--- src/rtl/div_reconstruct.sv ---
// Sequential shift-add multiply-accumulate that rebuilds Dividend = Quotient*Divisor + Remainder,
// the inverse of the restoring divider. Rejects operand sets a divider could not have produced.
module div_reconstruct #(
    parameter int W  = 8,
    parameter int CW = 4
) (
    input  logic           clk,
    input  logic           reset,
    input  logic           start,
    input  logic [W-1:0]   Divisor,
    input  logic [W-1:0]   Quotient,
    input  logic [W-1:0]   Remainder,
    output logic [2*W-1:0] Dividend,
    output logic           busy,
    output logic           done,
    output logic           error
);

    typedef enum logic [1:0] {
        IDLE  = 2'd0,
        CHECK = 2'd1,
        MULT  = 2'd2,
        DONE  = 2'd3
    } state_t;

    state_t           state_r;
    state_t           state_nx_s;
    logic [W-1:0]     d_r;
    logic [W-1:0]     q_r;
    logic [W-1:0]     r_r;
    logic [2*W-1:0]   acc_r;
    logic [2*W-1:0]   mcand_r;
    logic [W-1:0]     mplier_r;
    logic [CW-1:0]    cnt_r;
    logic [2*W-1:0]   dividend_r;
    logic             busy_r;
    logic             done_r;
    logic             error_r;
    logic             operand_bad_s;
    logic             last_iter_s;
    logic [2*W-1:0]   acc_step_s;

    // Operand validity, final-iteration detect and the accumulate step of the current iteration
    always_comb begin
        operand_bad_s = (d_r == {W{1'b0}}) || (r_r >= d_r);
        last_iter_s   = (cnt_r == CW'(W - 1));
        if (mplier_r[0]) begin
            acc_step_s = acc_r + mcand_r;
        end else begin
            acc_step_s = acc_r;
        end
    end

    // Next-state logic; start is only honoured in IDLE
    always_comb begin
        state_nx_s = state_r;
        case (state_r)
            IDLE: begin
                if (start) begin
                    state_nx_s = CHECK;
                end else begin
                    state_nx_s = IDLE;
                end
            end
            CHECK: begin
                if (operand_bad_s) begin
                    state_nx_s = DONE;
                end else begin
                    state_nx_s = MULT;
                end
            end
            MULT: begin
                if (last_iter_s) begin
                    state_nx_s = DONE;
                end else begin
                    state_nx_s = MULT;
                end
            end
            DONE:    state_nx_s = IDLE;
            default: state_nx_s = IDLE;
        endcase
    end

    // State register and datapath; Dividend is written on the edge into DONE so it is valid with done
    always_ff @(posedge clk) begin
        if (reset) begin
            state_r    <= IDLE;
            d_r        <= {W{1'b0}};
            q_r        <= {W{1'b0}};
            r_r        <= {W{1'b0}};
            acc_r      <= {(2*W){1'b0}};
            mcand_r    <= {(2*W){1'b0}};
            mplier_r   <= {W{1'b0}};
            cnt_r      <= {CW{1'b0}};
            dividend_r <= {(2*W){1'b0}};
            error_r    <= 1'b0;
        end else begin
            state_r <= state_nx_s;
            case (state_r)
                IDLE: begin
                    if (start) begin
                        d_r        <= Divisor;
                        q_r        <= Quotient;
                        r_r        <= Remainder;
                        dividend_r <= {(2*W){1'b0}};
                        error_r    <= 1'b0;
                    end
                end
                CHECK: begin
                    if (operand_bad_s) begin
                        error_r    <= 1'b1;
                        dividend_r <= {(2*W){1'b0}};
                    end else begin
                        acc_r    <= {{W{1'b0}}, r_r};
                        mcand_r  <= {{W{1'b0}}, d_r};
                        mplier_r <= q_r;
                        cnt_r    <= {CW{1'b0}};
                    end
                end
                MULT: begin
                    acc_r    <= acc_step_s;
                    mcand_r  <= mcand_r << 1;
                    mplier_r <= mplier_r >> 1;
                    cnt_r    <= cnt_r + CW'(1);
                    if (last_iter_s) begin
                        dividend_r <= acc_step_s;
                    end
                end
                DONE: begin
                    cnt_r <= {CW{1'b0}};
                end
                default: begin
                    cnt_r <= {CW{1'b0}};
                end
            endcase
        end
    end

    // Status flags registered from the next state so they line up with the state they describe
    always_ff @(posedge clk) begin
        if (reset) begin
            busy_r <= 1'b0;
            done_r <= 1'b0;
        end else begin
            busy_r <= (state_nx_s == CHECK) || (state_nx_s == MULT);
            done_r <= (state_nx_s == DONE);
        end
    end

    assign Dividend = dividend_r;
    assign busy     = busy_r;
    assign done     = done_r;
    assign error    = error_r;

endmodule

--- config.mk ---
export PLATFORM = sky130hd
export DESIGN_NAME = div_reconstruct
export DESIGN_NICKNAME = d
export VERILOG_FILES = /design/src/rtl/div_reconstruct.sv
export SDC_FILE = /design/constraint.sdc
export NUM_CORES = 1
export LEC_CHECK = 0
export BUFFER_PORTS_ARGS = -buffer_cell sky130_fd_sc_hd__buf_2
export CAP_MARGIN = 40
export CELL_PAD_IN_SITES_DETAIL_PLACEMENT = 0
export CELL_PAD_IN_SITES_GLOBAL_PLACEMENT = 1
export CORE_MARGIN = 2
export CORE_UTILIZATION = 40
export DETAILED_ROUTE_END_ITERATION = 16
export PLACE_DENSITY_LB_ADDON = 0.12
export SLEW_MARGIN = 30
export SYNTH_ARGS = -nofsm -noshare
export SYNTH_HDL_FRONTEND = slang
export SYNTH_SLANG_ARGS = --single-unit
--- constraint.sdc ---
create_clock -name clk -period 2.75 [get_ports clk]
set_clock_uncertainty 0.15 [all_clocks]
set_input_delay 0.55 -clock clk [delete_from_list [all_inputs] [get_ports clk]]
set_output_delay 0.55 -clock clk [all_outputs]
set_load 0.02 [all_outputs]
After elaboration in Yosys (flattened, before gate mapping)
Cells that the tools add are included.
{"block": "op_classes", "add_sub_neg": 2, "n_reduce_logical": 13, "eq_ne": 11, "n_lt_le_gt_ge": 1, "n_mux": 20}
{"cell": "$mux 16", "n": 6}
{"cell": "$pmux 16 s2", "n": 2}
{"cell": "$pmux 16 s3", "n": 1}
{"cell": "$add 16x16->16", "n": 1}
{"cell": "$pmux 8 s2", "n": 1}
{"cell": "$pmux 4 s3", "n": 1}
{"cell": "$eq 2x2->1 const B", "n": 4}
{"cell": "$ge 8x8->1", "n": 1}
{"cell": "$logic_not 8->1", "n": 1}
{"cell": "$mux 8", "n": 1}
{"cell": "$ne 2x2->1 const B", "n": 4}
{"cell": "$pmux 2 s4", "n": 1}
{"cell": "$reduce_and 2->1", "n": 3}
{"cell": "$reduce_bool 3->1", "n": 2}
{"cell": "$mux 1", "n": 5}
{"cell": "$add 4x1->4 const B", "n": 1}
{"cell": "$eq 2x1->1 const B", "n": 2}
{"cell": "$eq 4x3->1 const B", "n": 1}
{"cell": "$mux 4", "n": 1}
{"cell": "$reduce_and 4->1", "n": 1}
{"cell": "$reduce_bool 2->1", "n": 2}
{"cell": "$reduce_and 3->1", "n": 1}
{"cell": "$logic_not 2->1", "n": 1}
{"cell": "$logic_or 1x1->1", "n": 2}
{"cell": "$pmux 1 s2", "n": 1}
{"block": "word_totals", "out_inout_bits": 19, "input_bits": 27, "regBits": 89}

Logic depth before layout (Yosys ltp)
Gate-level depths: netlist of the first run.
{"block": "logic_depth", "depth_word": 6, "ltp_mapped": 11, "mapped_depth_nobuf": 10}

Least setup slack after synthesis of the first run
Ideal clock, no wire load.
{"block": "synth_path", "path_type": "reg-to-reg", "start": "register acc_r[10]", "end": "register dividend_r[15], in the netlist Dividend[15]", "path_buffers": 1, "path_slack_ns": 0.040, "synth_period_minus_slack_ns": 2.710, "setup_ns": 0.062, "arrival_ns": 2.498, "path_stages_with_launch": 10, "path_cell_list": "dfxtp_1 > ha_1 > buf_6 > a21o_1 > a221oi_2 > o21bai_1 > or4_1 > and3_4 > or4_1 > nand3_1"}
{"block": "synth_between", "elab_chain_len": 4}
{"item": "start: declaration", "line_no": "31", "text": "logic [2*W-1:0] acc_r;"}
{"item": "start signal: assignment", "line_no": "91", "text": "acc_r <= {(2*W){1'b0}};"}
{"item": "start signal: assignment", "line_no": "114", "text": "acc_r <= {{W{1'b0}}, r_r};"}
{"item": "start signal: assignment", "line_no": "121", "text": "acc_r <= acc_step_s;"}
{"item": "$add 16x16->16", "line_no": "48", "text": "acc_step_s = acc_r + mcand_r;"}
{"item": "$mux 16", "line_no": "47", "text": "if (mplier_r[0]) begin"}
{"item": "$mux 16", "line_no": "125", "text": "if (last_iter_s) begin"}
{"item": "$pmux 16 s3", "line_no": "99", "text": "case (state_r)"}
{"item": "end signal: assignment", "line_no": "95", "text": "dividend_r <= {(2*W){1'b0}};"}
{"item": "end signal: assignment", "line_no": "105", "text": "dividend_r <= {(2*W){1'b0}};"}
{"item": "end signal: assignment", "line_no": "126", "text": "dividend_r <= acc_step_s;"}
{"item": "end: declaration", "line_no": "35", "text": "logic [2*W-1:0] dividend_r;"}
Every way passes these cells. The select of a mux whose other input is x is not followed.
A chain may end at the register's enable or synchronous reset.

Worst setup path after layout of the first run
{"block": "layout_path", "start": "register acc_r[12]", "end": "register dividend_r[15], in the netlist Dividend[15]"}
The elaborated chain is that of the path after synthesis.

==> impl_results.md, run 1 <==
- Period Utilization, post-route: 95.8%
- Data arrival time of the critical path: 2.78 ns
- Footprint of the multi-input gates: 2770 sq um
- Count of nets after finishing: 691
- Layout overhead on the synthesized area: 21.8%
- ANT cells: 0
- Master cell of the clock root buffer: clkbuf_16
- Layout filler cell count: 1154
- Maximum single-stage delay on the critical path: 0.52 ns
- Nature of the critical path startpoint: flip-flop
- Commonest cells post-synth: nand2_1, dfxtp_1, a21oi_1, nor2_1, ha_1
- Share of synthesized flip-flops with an asynchronous set or reset: 0%
- Most area-consuming cells after synthesis: dfxtp_1, ha_1, a21oi_1, nand2_1, mux2i_1
- Final setup TNS: 0 ns
- Clock-pin transition on the worst setup and hold timing paths: 0.06 ns
- Crit path required time: 2.89 ns
- Synthesized area: 4690 sq um
- DRC marker count from the first detailed-route iteration: 207
- Worst Setup Slack, final: 0.114 ns
- Worst-path cell with the longest stage delay: or4_1
- Net Count, Synth: 630
- Fraction of layout instances using a drive strength above 1: 21.9%
- Register share of total power: 32.9%
- Number of flops mapped to enable cells by yosys: 0
- Post-Syn Area per Cell: 8.19 sq um
- Comb power frac: 40.8%
- Maximum Capacitance Violations: 0
- Fraction of post-synthesis cell area in the top cell type by area: 38.0%
- Proportion of synthesized chip area in sequential cells: 38.0%
- Status: completed
- Global-route wire length before repair: 20300 microns
- CTS tree: built
- Number of max-slew violations in the final report: 0
- Final GP Congestion: 0.898
- Slew at the pin closest to its max-slew limit: 0.488 ns
- Worst slack at placement: 0.0125 ns
- Final-report setup violation count: 0
- Peak supply drop: 460 uV
- Pwr Density: 908 nW/um^2
- Average routed wire per standard cell: 15.5 microns
- Hold violation total from the final report: 0
- Number of global-route vias before repair: 4070
- Time the worst path needs with I/O delays and setup: 2.64 ns
- Source-to-sink clock delay at the later pin of the worst-skew pair: 0.35 ns
- Kind of path behind the tightest hold check: primary input to flip-flop
- Leak: 2.27 nW
- Sum of internal, switching and leakage power: 5.19 mW
- Crit end category: flip-flop
- Worst-case clock buffer depth: 2
- Antenna violations before repair: 0
- Initial Util: 41.1%
- Most used standard cell by instance count after synthesis: nand2_1
- DPL Wire Length: 8470 microns
- Pre-antenna DRT Iters: 4
- Global-route usage over all layers: 19.9%
- CP Max Fanout: 4
- Die footprint: 12600 sq um
- Via count of the routed design: 4209
- Maximum number of pins on one net before global-route repair: 72
- Crit Path Class: flip-flop to flip-flop
- Overall routed net length: 12100 microns
- Seq cells post-synth: 89
- Worst-path cell chain: ha_4 > buf_4 > a221oi_4 > o21bai_1 > or4_1 > and3_4 > or4_1 > nand3_1
- Site row count: 39
- Cts bufs inserted: 9
- Final Core Density: 50.0%
- Synthesis Warnings: 0
- Internal power: 3.21 mW
- I/O pins: 46
- Most frequent cell on the critical path: or4_1
- Synthesized instance count: 573
- Share of power burned in the clock network: 26.3%
- Level count of the clock H-tree: 3
- DIE HEIGHT: 112 microns
- Worst slew slack as a fraction of its limit: 67.2%
- PortBufs: 45
- Horizontal die dimension: 112 microns
- Detail Route Antenna Nets: 0
- Sum of overflow across all layers after global routing: 0
- # clock sinks: 89
- Sw Pwr: 1.98 mW
- Switching fraction of total power: 38.1%
- Distinct cells, synth: 55
- Synth area leader: dfxtp_1
- Count of unresolved DRC violations after routing: 0
- Sequential cell area: 1790 sq um
- Via-to-Cell Ratio: 5.38
- Area inside the core boundary: 11400 sq um
- RSZ-0062 raised after global routing: yes
- Fmax: 379 MHz
- Most frequently used flop master after synthesis: dfxtp_1
==> layer usage <==
metal	part of all wire [%]	routed length (microns)	GRT usage, %
met1	48	5800	26.9
met4	1.6	193	7.56
met5	0	0	0
met3	4.1	502	3.73
met2	46	5620	31.6
==> final timing paths <==
path	start	endpoint	slack (ns)	cells after the start
worst min-delay path	Remainder[3]	r_r[3]$_SDFFE_PP0P_	0.28	3
worst max register to register	acc_r[12]$_SDFFE_PP0P_	Dividend[15]$_SDFFE_PP0P_	0.11	8
worst min register to register	Dividend[4]$_SDFFE_PP0P_	Dividend[4]$_SDFFE_PP0P_	0.30	2
worst max-delay path	acc_r[12]$_SDFFE_PP0P_	Dividend[15]$_SDFFE_PP0P_	0.11	8
==> flip-flops by register name, indices dropped and copies added, names as in the netlist <==
| name | count |
|---|---|
| mplier_r | 8 |
| done | 1 |
| r_r | 8 |
| state_r | 2 |
| busy | 1 |
| acc_r | 16 |
| error | 1 |
| q_r | 8 |
| cnt_r | 4 |
| mcand_r | 16 |
| Dividend | 16 |
| d_r | 8 |
==> worst max-delay path: cells and delay by family (launching register included) <==
family                   cells  cell delay, ns
AND/OR/NAND/NOR              4            1.26
AO/OA/AOI/OAI                2            0.41
flip-flops                   1            0.34
adder cells (fa/ha/maj)      1            0.25
buffers and inverters        1            0.15
==> kinds of logic after synthesis <==
family                     Yosys count  synth area share, %
and+or+nand+nor                    208                 20.5
AOI/OAI and AO/OA                  163                 21.8
DFF                                 89                 38.0
buffers and inverters               53                 5.25
adders and majority gates           30                 8.16
muxes                               24                 5.15
xor gates and xnor gates             6                 1.12
==> power by group through the flow <==
stage | clock network (mW) | logic, mW | registers [mW]
final | 1.37 | 2.12 | 1.70
after floorplan | 0 | 1.43 | 1.73
after CTS | 1.40 | 2.11 | 1.71
after global placement | 0 | 2.07 | 1.73
after detailed placement | 0 | 2.09 | 1.73
after global routing | 1.46 | 2.36 | 1.74
==> cell usage in the layout (no fill, tap or decap), drive strengths merged, types with 16 or more instances in the layout <==
cell / n
nand2: 90
ha: 29
buf: 87
a211oi: 18
nand3: 22
o21ai: 22
dfxtp: 89
a21oi: 70
mux2i: 23
nor2: 34
inv: 16
==> metrics by stage <==
| step | cells | hold slack [ns] | instance area (sq um) |
|---|---|---|---|
| 4_1_cts | 778 | 0.274 | 5570 |
| 5_1_grt | 782 | 0.287 | 5710 |
| 3_5_place_dp | 762 | 0.295 | 5240 |
| 3_3_place_gp | 762 | 0.290 | 5240 |
| 2_1_floorplan | 573 | 0.282 | 4690 |
| 6_report | 782 | 0.281 | 5710 |
==> cell type report <==
type / count / area share (%)
well taps: 143 / 3.13
inverters: 16 / 1.05
clock buffers: 11 / 4.42
flip-flops and latches: 89 / 31.4
repair buffers: 87 / 10.1
clock inverters: 5 / 1.36
multi-input cells: 431 / 48.5
==> what timing repair did <==
action	in CTS	in global routing
buffers inserted	0	4
gates resized for setup	2	28
hold buffers	0	0
pin swaps	1	12
endpoints found under the setup margin	3	9
(Power assumes the default switching activity.)
==> run 2: changes to the inputs <==
--- a/config.mk
+++ b/config.mk
@@ -10,7 +10,8 @@
 export CELL_PAD_IN_SITES_DETAIL_PLACEMENT = 0
 export CELL_PAD_IN_SITES_GLOBAL_PLACEMENT = 1
 export CORE_MARGIN = 2
-export CORE_UTILIZATION = 40
+export CORE_UTILIZATION = 42
+export CTS_BUF_LIST = sky130_fd_sc_hd__clkbuf_2 sky130_fd_sc_hd__clkbuf_4 sky130_fd_sc_hd__clkbuf_8
 export DETAILED_ROUTE_END_ITERATION = 16
 export PLACE_DENSITY_LB_ADDON = 0.12
 export SLEW_MARGIN = 30
==> impl_results.md, run 2 (synthesized netlist as in run 1, its figures left out) <==
- Startpoint of the worst-slack reg-to-reg timing path: mcand_r[10]$_SDFFE_PP0P_
- Most frequent standard cell in the layout excluding fill and tap cells: nand2_1
- Crit Path Class: flip-flop to flip-flop
- Cts bufs inserted: 9 (unchanged)
- Period Utilization, post-route: 96.3% (+0.50 points)
- Status: completed
- Depth of the worst hold-timing path: 3 (unchanged)
- Via-to-Cell Ratio: 5.43 (+0.84%)
- Global-route wire length before repair: 19900 microns (-2.3%)
- Number of global-route vias before repair: 3985 (-2.1%)
- Layout filler cell count: 1084 (-6.1%)
- Site row count: 38 (-2.6%)
- Die footprint: 12000 sq um (-4.6%)
- Hold_sp: Divisor[1]
- Sum of overflow across all layers after global routing: 0 (unchanged)
- Hold violation total from the final report: 0 (unchanged)
- Time the worst path needs with I/O delays and setup: 2.65 ns (+0.0136 ns)
- DPL Wire Length: 8430 microns (-0.43%)
- Hold endpoint: d_r[1]$_SDFFE_PP0P_
- CTS tree: built
- Slew at the pin closest to its max-slew limit: 0.479 ns (-0.00850 ns)
- Data arrival time of the critical path: 2.83 ns (+0.05 ns)
- ANT cells: 0 (unchanged)
- Depth of the worst register-to-register path: 8 (unchanged)
- Master cell of the clock root buffer: clkbuf_8
- Kind of path behind the tightest hold check: primary input to flip-flop
- Horizontal die dimension: 110 microns (-2.3%)
- Final Core Density: 51.1% (+1.1 points)
- Fraction of layout instances using a drive strength above 1: 20.5% (-1.4 points)
- Count of unresolved DRC violations after routing: 0 (unchanged)
- End of the worst register-to-register path: Dividend[15]$_SDFFE_PP0P_
- Leak: 2.20 nW (-3.0%)
- Final cell count without fillers: 774 (-1.0%)
- Clock-pin transition on the worst setup and hold timing paths: 0.09 ns (+0.03 ns)
- Fmax: 377 MHz (-0.51%)
- DIE HEIGHT: 110 microns (-2.3%)
- Maximum number of pins on one net before global-route repair: 85 (+18%)
- Count of nets after finishing: 686 (-0.72%)
- Footprint of the multi-input gates: 2760 sq um (-0.27%)
- Quantity of hold-fixing buffers added after cts: 0 (unchanged)
- Number of max-slew violations in the final report: 0 (unchanged)
- I/O pins: 46 (unchanged)
- DRC marker count from the first detailed-route iteration: 263 (+27%)
- Worst slew slack as a fraction of its limit: 67.7% (+0.57 points)
- Initial Util: 43.1% (+2.0 points)
- Detail Route Antenna Nets: 0 (unchanged)
- Average routed wire per standard cell: 15.7 microns (+1.4%)
- Maximum Capacitance Violations: 0 (unchanged)
- Antenna violations before repair: 0 (unchanged)
- Pre-antenna DRT Iters: 4 (unchanged)
- Layout overhead on the synthesized area: 18.7%
- Final-report setup violation count: 0 (unchanged)
- Crit end category: flip-flop
- PortBufs: 45 (unchanged)
- Level count of the clock H-tree: 3 (unchanged)
- Sequential cell area: 1790 sq um (-0.35%)
- Worst-case clock buffer depth: 2 (unchanged)
- Most frequent cells in the layout: nand2_1, dfxtp_1, a21oi_1, buf_2, nor2_1
- Peak supply drop: 375 uV (-18%)
- Final GP Congestion: 0.913 (+1.6%)
- Crit path required time: 2.93 ns (+0.04 ns)
- Source-to-sink clock delay at the later pin of the worst-skew pair: 0.38 ns (+0.03 ns)
- # clock sinks: 89 (unchanged)
- Via count of the routed design: 4201 (-0.19%)
- Cell count after placement: 755 (-0.92%)
- Overall routed net length: 12200 microns (+0.35%)
- Area inside the core boundary: 10900 sq um (-4.6%)
- Pwr Density: 884 nW/um^2 (-2.6%)
- Sum of internal, switching and leakage power: 4.92 mW (-5.1%)
- Worst reg-to-reg setup slack: 0.10 ns (about the same)
- Global-route usage over all layers: 21.1% (+1.2 points)
- CP Max Fanout: 4 (unchanged)
- Nature of the critical path startpoint: flip-flop
[run 2: changes by cell type in the layout (fill, tap and decap cells not counted), sizes merged]
cell / delta
buf: -6
clkinv: +2
clkinvlp: -1
[run 2: how the worst max path moves through the flow]
stage                              from                        end  slack, ns  cells past startpoint
2_1_floorplan    acc_r[10]$_SDFFE_PP0P_  Dividend[15]$_SDFFE_PP0P_       0.04                      9
3_3_place_gp      acc_r[0]$_SDFFE_PP0P_     acc_r[14]$_SDFFE_PP0P_      -0.01                     11
3_5_place_dp      acc_r[0]$_SDFFE_PP0P_     acc_r[14]$_SDFFE_PP0P_     -0.004                     11
4_1_cts          acc_r[10]$_SDFFE_PP0P_  Dividend[15]$_SDFFE_PP0P_       0.01                      8
5_1_grt        mcand_r[10]$_SDFFE_PP0P_  Dividend[15]$_SDFFE_PP0P_      -0.02                      8
6_report       mcand_r[10]$_SDFFE_PP0P_  Dividend[15]$_SDFFE_PP0P_       0.10                      8
[run 2: what timing repair did]
| action | CTS | global route |
|---|---|---|
| pin swaps | 2 | 8 |
| endpoints found under the setup margin | 3 | 32 |
| cloned | 0 | 1 |
| setup buffers | 0 | 1 |
| resized for setup | 1 | 25 |
[run 2: area by class of cell]
cell class,count,share of cell area [%]
clock buffer,10,2.47
multi-input combinational,431,49.6
timing repair buffer,82,9.93
clock inverter,6,1.64
sequential,89,32.1
inverter,16,1.08
tap,140,3.15
[run 2: power breakdown]
| part | total, mW | leakage [nW] | switching (mW) | internal, mW |
|---|---|---|---|---|
| registers | 1.72 | 0.727 | 0.189 | 1.53 |
| clock network | 1.05 | 0.116 | 0.507 | 0.540 |
| logic | 2.16 | 1.36 | 1.29 | 0.866 |
| total | 4.92 | 2.20 | 1.99 | 2.93 |
[run 2: metal layers]
metal  GRT usage, %  up-vias  share of wire [%]
met5              0        -                  0
met4           7.32        0                1.7
met3           3.02       14                3.3
met2           33.6       74                 45
met1           29.2     1954                 50
li1               -     2159                  -
[run 2: per-stage QoR]
stage	area, sq um	setup TNS [ns]	setup WS [ns]	hold slack (ns)
CTS	5420	0	0.0114	0.231
floorplan	4690	0	0.0401	0.282
detailed placement	5190	-0.00401	-0.00401	0.294
global placement	5180	-0.0130	-0.0130	0.284
finish	5570	0	0.101	0.248
global route	5570	-0.0214	-0.0180	0.249
[run 2: critical path, stage by stage, from the launching register on]
cell	delay [ns]
dfxtp_2	0.35
ha_4	0.24
a21o_1	0.20
a221oi_4	0.30
o21bai_1	0.12
or4_1	0.50
and3_4	0.20
or4_1	0.46
nand3_1	0.07
==> run 3: changes to the inputs <==
--- a/config.mk
+++ b/config.mk
@@ -5,14 +5,14 @@
 export SDC_FILE = /design/constraint.sdc
 export NUM_CORES = 1
 export LEC_CHECK = 0
-export BUFFER_PORTS_ARGS = -buffer_cell sky130_fd_sc_hd__buf_2
 export CAP_MARGIN = 40
 export CELL_PAD_IN_SITES_DETAIL_PLACEMENT = 0
 export CELL_PAD_IN_SITES_GLOBAL_PLACEMENT = 1
 export CORE_MARGIN = 2
-export CORE_UTILIZATION = 42
+export CORE_UTILIZATION = 40
 export CTS_BUF_LIST = sky130_fd_sc_hd__clkbuf_2 sky130_fd_sc_hd__clkbuf_4 sky130_fd_sc_hd__clkbuf_8
 export DETAILED_ROUTE_END_ITERATION = 16
+export DONT_BUFFER_PORTS = 1
 export PLACE_DENSITY_LB_ADDON = 0.12
 export SLEW_MARGIN = 30
 export SYNTH_ARGS = -nofsm -noshare
==> impl_results.md, run 3 (synthesized netlist as in run 1, its figures left out) <==
- Post-place instance area: 5000 sq um (-3.8%)
- Worst slew slack as a fraction of its limit: 68.6% (+0.89 points)
- DRC marker count from the first detailed-route iteration: 193 (-27%)
- Via-to-Cell Ratio: 5.58 (+2.8%)
- Peak supply drop: 446 uV (+19%)
- Average routed wire per standard cell: 16.5 microns (+5.2%)
- Final Instance Area: 5350 sq um (-4.0%)
- Worst reg-to-reg setup slack: 0.05 ns (-0.05 ns)
- Level count of the clock H-tree: 3 (unchanged)
- # clock sinks: 89 (unchanged)
- Final-report setup violation count: 0 (unchanged)
- Maximum single-stage delay on the critical path: 0.51 ns (about the same)
- Slew at the pin closest to its max-slew limit: 0.466 ns (-0.0132 ns)
- Antenna violations before repair: 0 (unchanged)
- ANT cells: 0 (unchanged)
- Hold violation total from the final report: 0 (unchanged)
- Die footprint: 12600 sq um (+4.8%)
- Crit path required time: 2.92 ns (about the same)
- Clock-pin transition on the worst setup and hold timing paths: 0.09 ns (about the same)
- Quantity of hold-fixing buffers added after cts: 0 (unchanged)
- Area inside the core boundary: 11400 sq um (+4.9%)
- Data arrival time of the critical path: 2.87 ns (+0.04 ns)
- Footprint of the multi-input gates: 2740 sq um (-0.81%)
- DPL Wire Length: 8390 microns (-0.46%)
- Sequential cell area: 1790 sq um (+0.21%)
- Layout filler cell count: 1195 (+10%)
- Fmax: 371 MHz (-1.8%)
- Time the worst path needs with I/O delays and setup: 2.70 ns (+0.0492 ns)
- Maximum number of pins on one net before global-route repair: 86 (+1.2%)
- Detail Route Antenna Nets: 0 (unchanged)
- Overall routed net length: 12200 microns (about the same)
- Kind of path behind the tightest hold check: primary input to flip-flop
- CP Max Fanout: 3 (-1)
- PortBufs: 0 (-100%)
- Site row count: 39 (+2.6%)
- Depth of the worst register-to-register path: 8 (unchanged)
- Global-route wire length before repair: 19900 microns (+0.17%)
- Depth of the worst hold-timing path: 1 (-2)
- Cts bufs inserted: 9 (unchanged)
- Worst-path cell chain: ha_4 > a21o_1 > a221oi_2 > o21bai_1 > or4_1 > and3_4 > or4_1 > nand3_1
- Hold endpoint: Dividend[6]$_SDFFE_PP0P_
- CTS tree: built
- Most frequent cells in the layout: nand2_1, dfxtp_1, a21oi_1, buf_4, nor2_1
- Global-route usage over all layers: 19.6% (-1.5 points)
- Period Utilization, post-route: 98.1% (+1.8 points)
- Initial Util: 41.1% (-2.0 points)
- Hold_sp: reset
- Count of unresolved DRC violations after routing: 0 (unchanged)
- Crit Path Class: flip-flop to flip-flop
- Layout overhead on the synthesized area: 13.9%
- End of the worst register-to-register path: Dividend[15]$_SDFFE_PP0P_
- Master cell of the clock root buffer: clkbuf_8
- Nature of the critical path startpoint: flip-flop
- Horizontal die dimension: 112 microns (+2.4%)
- Worst-case clock buffer depth: 2 (unchanged)
- Leak: 2.00 nW (-9.0%)
- Most frequent standard cell in the layout excluding fill and tap cells: nand2_1
- RSZ-0062 raised after global routing: yes
- Number of max-slew violations in the final report: 0 (unchanged)
- Status: completed
- Count of nets after finishing: 645 (-6.0%)
- Maximum Capacitance Violations: 0 (unchanged)
- DIE HEIGHT: 112 microns (+2.4%)
- Pwr Density: 906 nW/um^2 (+2.5%)
- Final setup TNS: 0 ns (unchanged)
- Crit end category: flip-flop
- Via count of the routed design: 4105 (-2.3%)
- I/O pins: 46 (unchanged)
- Final GP Congestion: 0.885 (-3.1%)
- Number of global-route vias before repair: 3976 (-0.23%)
- Pre-antenna DRT Iters: 4 (unchanged)
- Most frequent cell on the critical path: or4_1
- Fraction of layout instances using a drive strength above 1: 15.0% (-5.5 points)
- Startpoint of the worst-slack reg-to-reg timing path: mcand_r[10]$_SDFFE_PP0P_
- Worst-path cell with the longest stage delay: or4_1
- Source-to-sink clock delay at the later pin of the worst-skew pair: 0.38 ns (about the same)
- Sum of overflow across all layers after global routing: 0 (unchanged)
[run 3: area by class of cell]
| type | instances | share of cell area, % |
|---|---|---|
| multi-input cells | 431 | 51.3 |
| flip-flops and latches | 89 | 33.5 |
| repair buffers | 41 | 6.62 |
| well taps | 143 | 3.35 |
| clock buffers | 9 | 2.32 |
| clock inverters | 7 | 1.78 |
| inverters | 16 | 1.12 |
[run 3: worst max-delay path by stage]
| stage | slack (ns) | cells after the start | start | to |
|---|---|---|---|---|
| after global routing | -0.02 | 8 | mcand_r[10]$_SDFFE_PP0P_ | Dividend[15]$_SDFFE_PP0P_ |
| after CTS | 0.006 | 11 | acc_r[0]$_SDFFE_PP0P_ | acc_r[14]$_SDFFE_PP0P_ |
| after floorplan | 0.04 | 9 | acc_r[10]$_SDFFE_PP0P_ | Dividend[15]$_SDFFE_PP0P_ |
| after detailed placement | -0.09 | 11 | acc_r[0]$_SDFFE_PP0P_ | acc_r[14]$_SDFFE_PP0P_ |
| after global placement | -0.10 | 11 | acc_r[0]$_SDFFE_PP0P_ | Dividend[14]$_SDFFE_PP0P_ |
| final | 0.05 | 8 | mcand_r[10]$_SDFFE_PP0P_ | Dividend[15]$_SDFFE_PP0P_ |
[run 3: critical path, delay by kind of cell, from the launching register on]
kind | cells | cell delay [ns]
and+or+nand+nor | 4 | 1.26
AOI/OAI and AO/OA | 3 | 0.65
adders and majority gates | 1 | 0.24
DFF | 1 | 0.35
[run 3: through the flow]
stage          setup slack, ns  hold WS (ns)  total power, mW  instances  util, %
3_5_place_dp           -0.0940         0.294             3.77        717     43.8
3_3_place_gp            -0.103         0.292             3.72        717     43.8
2_1_floorplan           0.0401         0.282             3.16        573        -
4_1_cts                0.00565        0.0698             4.78        733     45.7
6_report                0.0517        0.0827             4.84        736     46.8
5_1_grt                -0.0244        0.0603             5.20        736     46.8
[run 3: timing repair]
item,in CTS,in global routing
gates cloned,0,1
endpoints found under the setup margin,3,26
buffers inserted,0,1
gates resized for setup,2,20
pin swaps,2,9
endpoints found under the hold margin,0,0
[run 3: layer usage]
| metal | wire length, microns | GRT usage [%] |
|---|---|---|
| met3 | 488 | 3.78 |
| met2 | 5510 | 31.6 |
| met4 | 267 | 8.13 |
| met5 | 0 | 0 |
| met1 | 5900 | 25.8 |
[run 3: report_power, final]
group | switching [mW] | internal, mW | total (mW)
clock | 0.498 | 0.511 | 1.01
combinational | 1.24 | 0.836 | 2.07
sequential | 0.231 | 1.53 | 1.76
total | 1.96 | 2.88 | 4.84
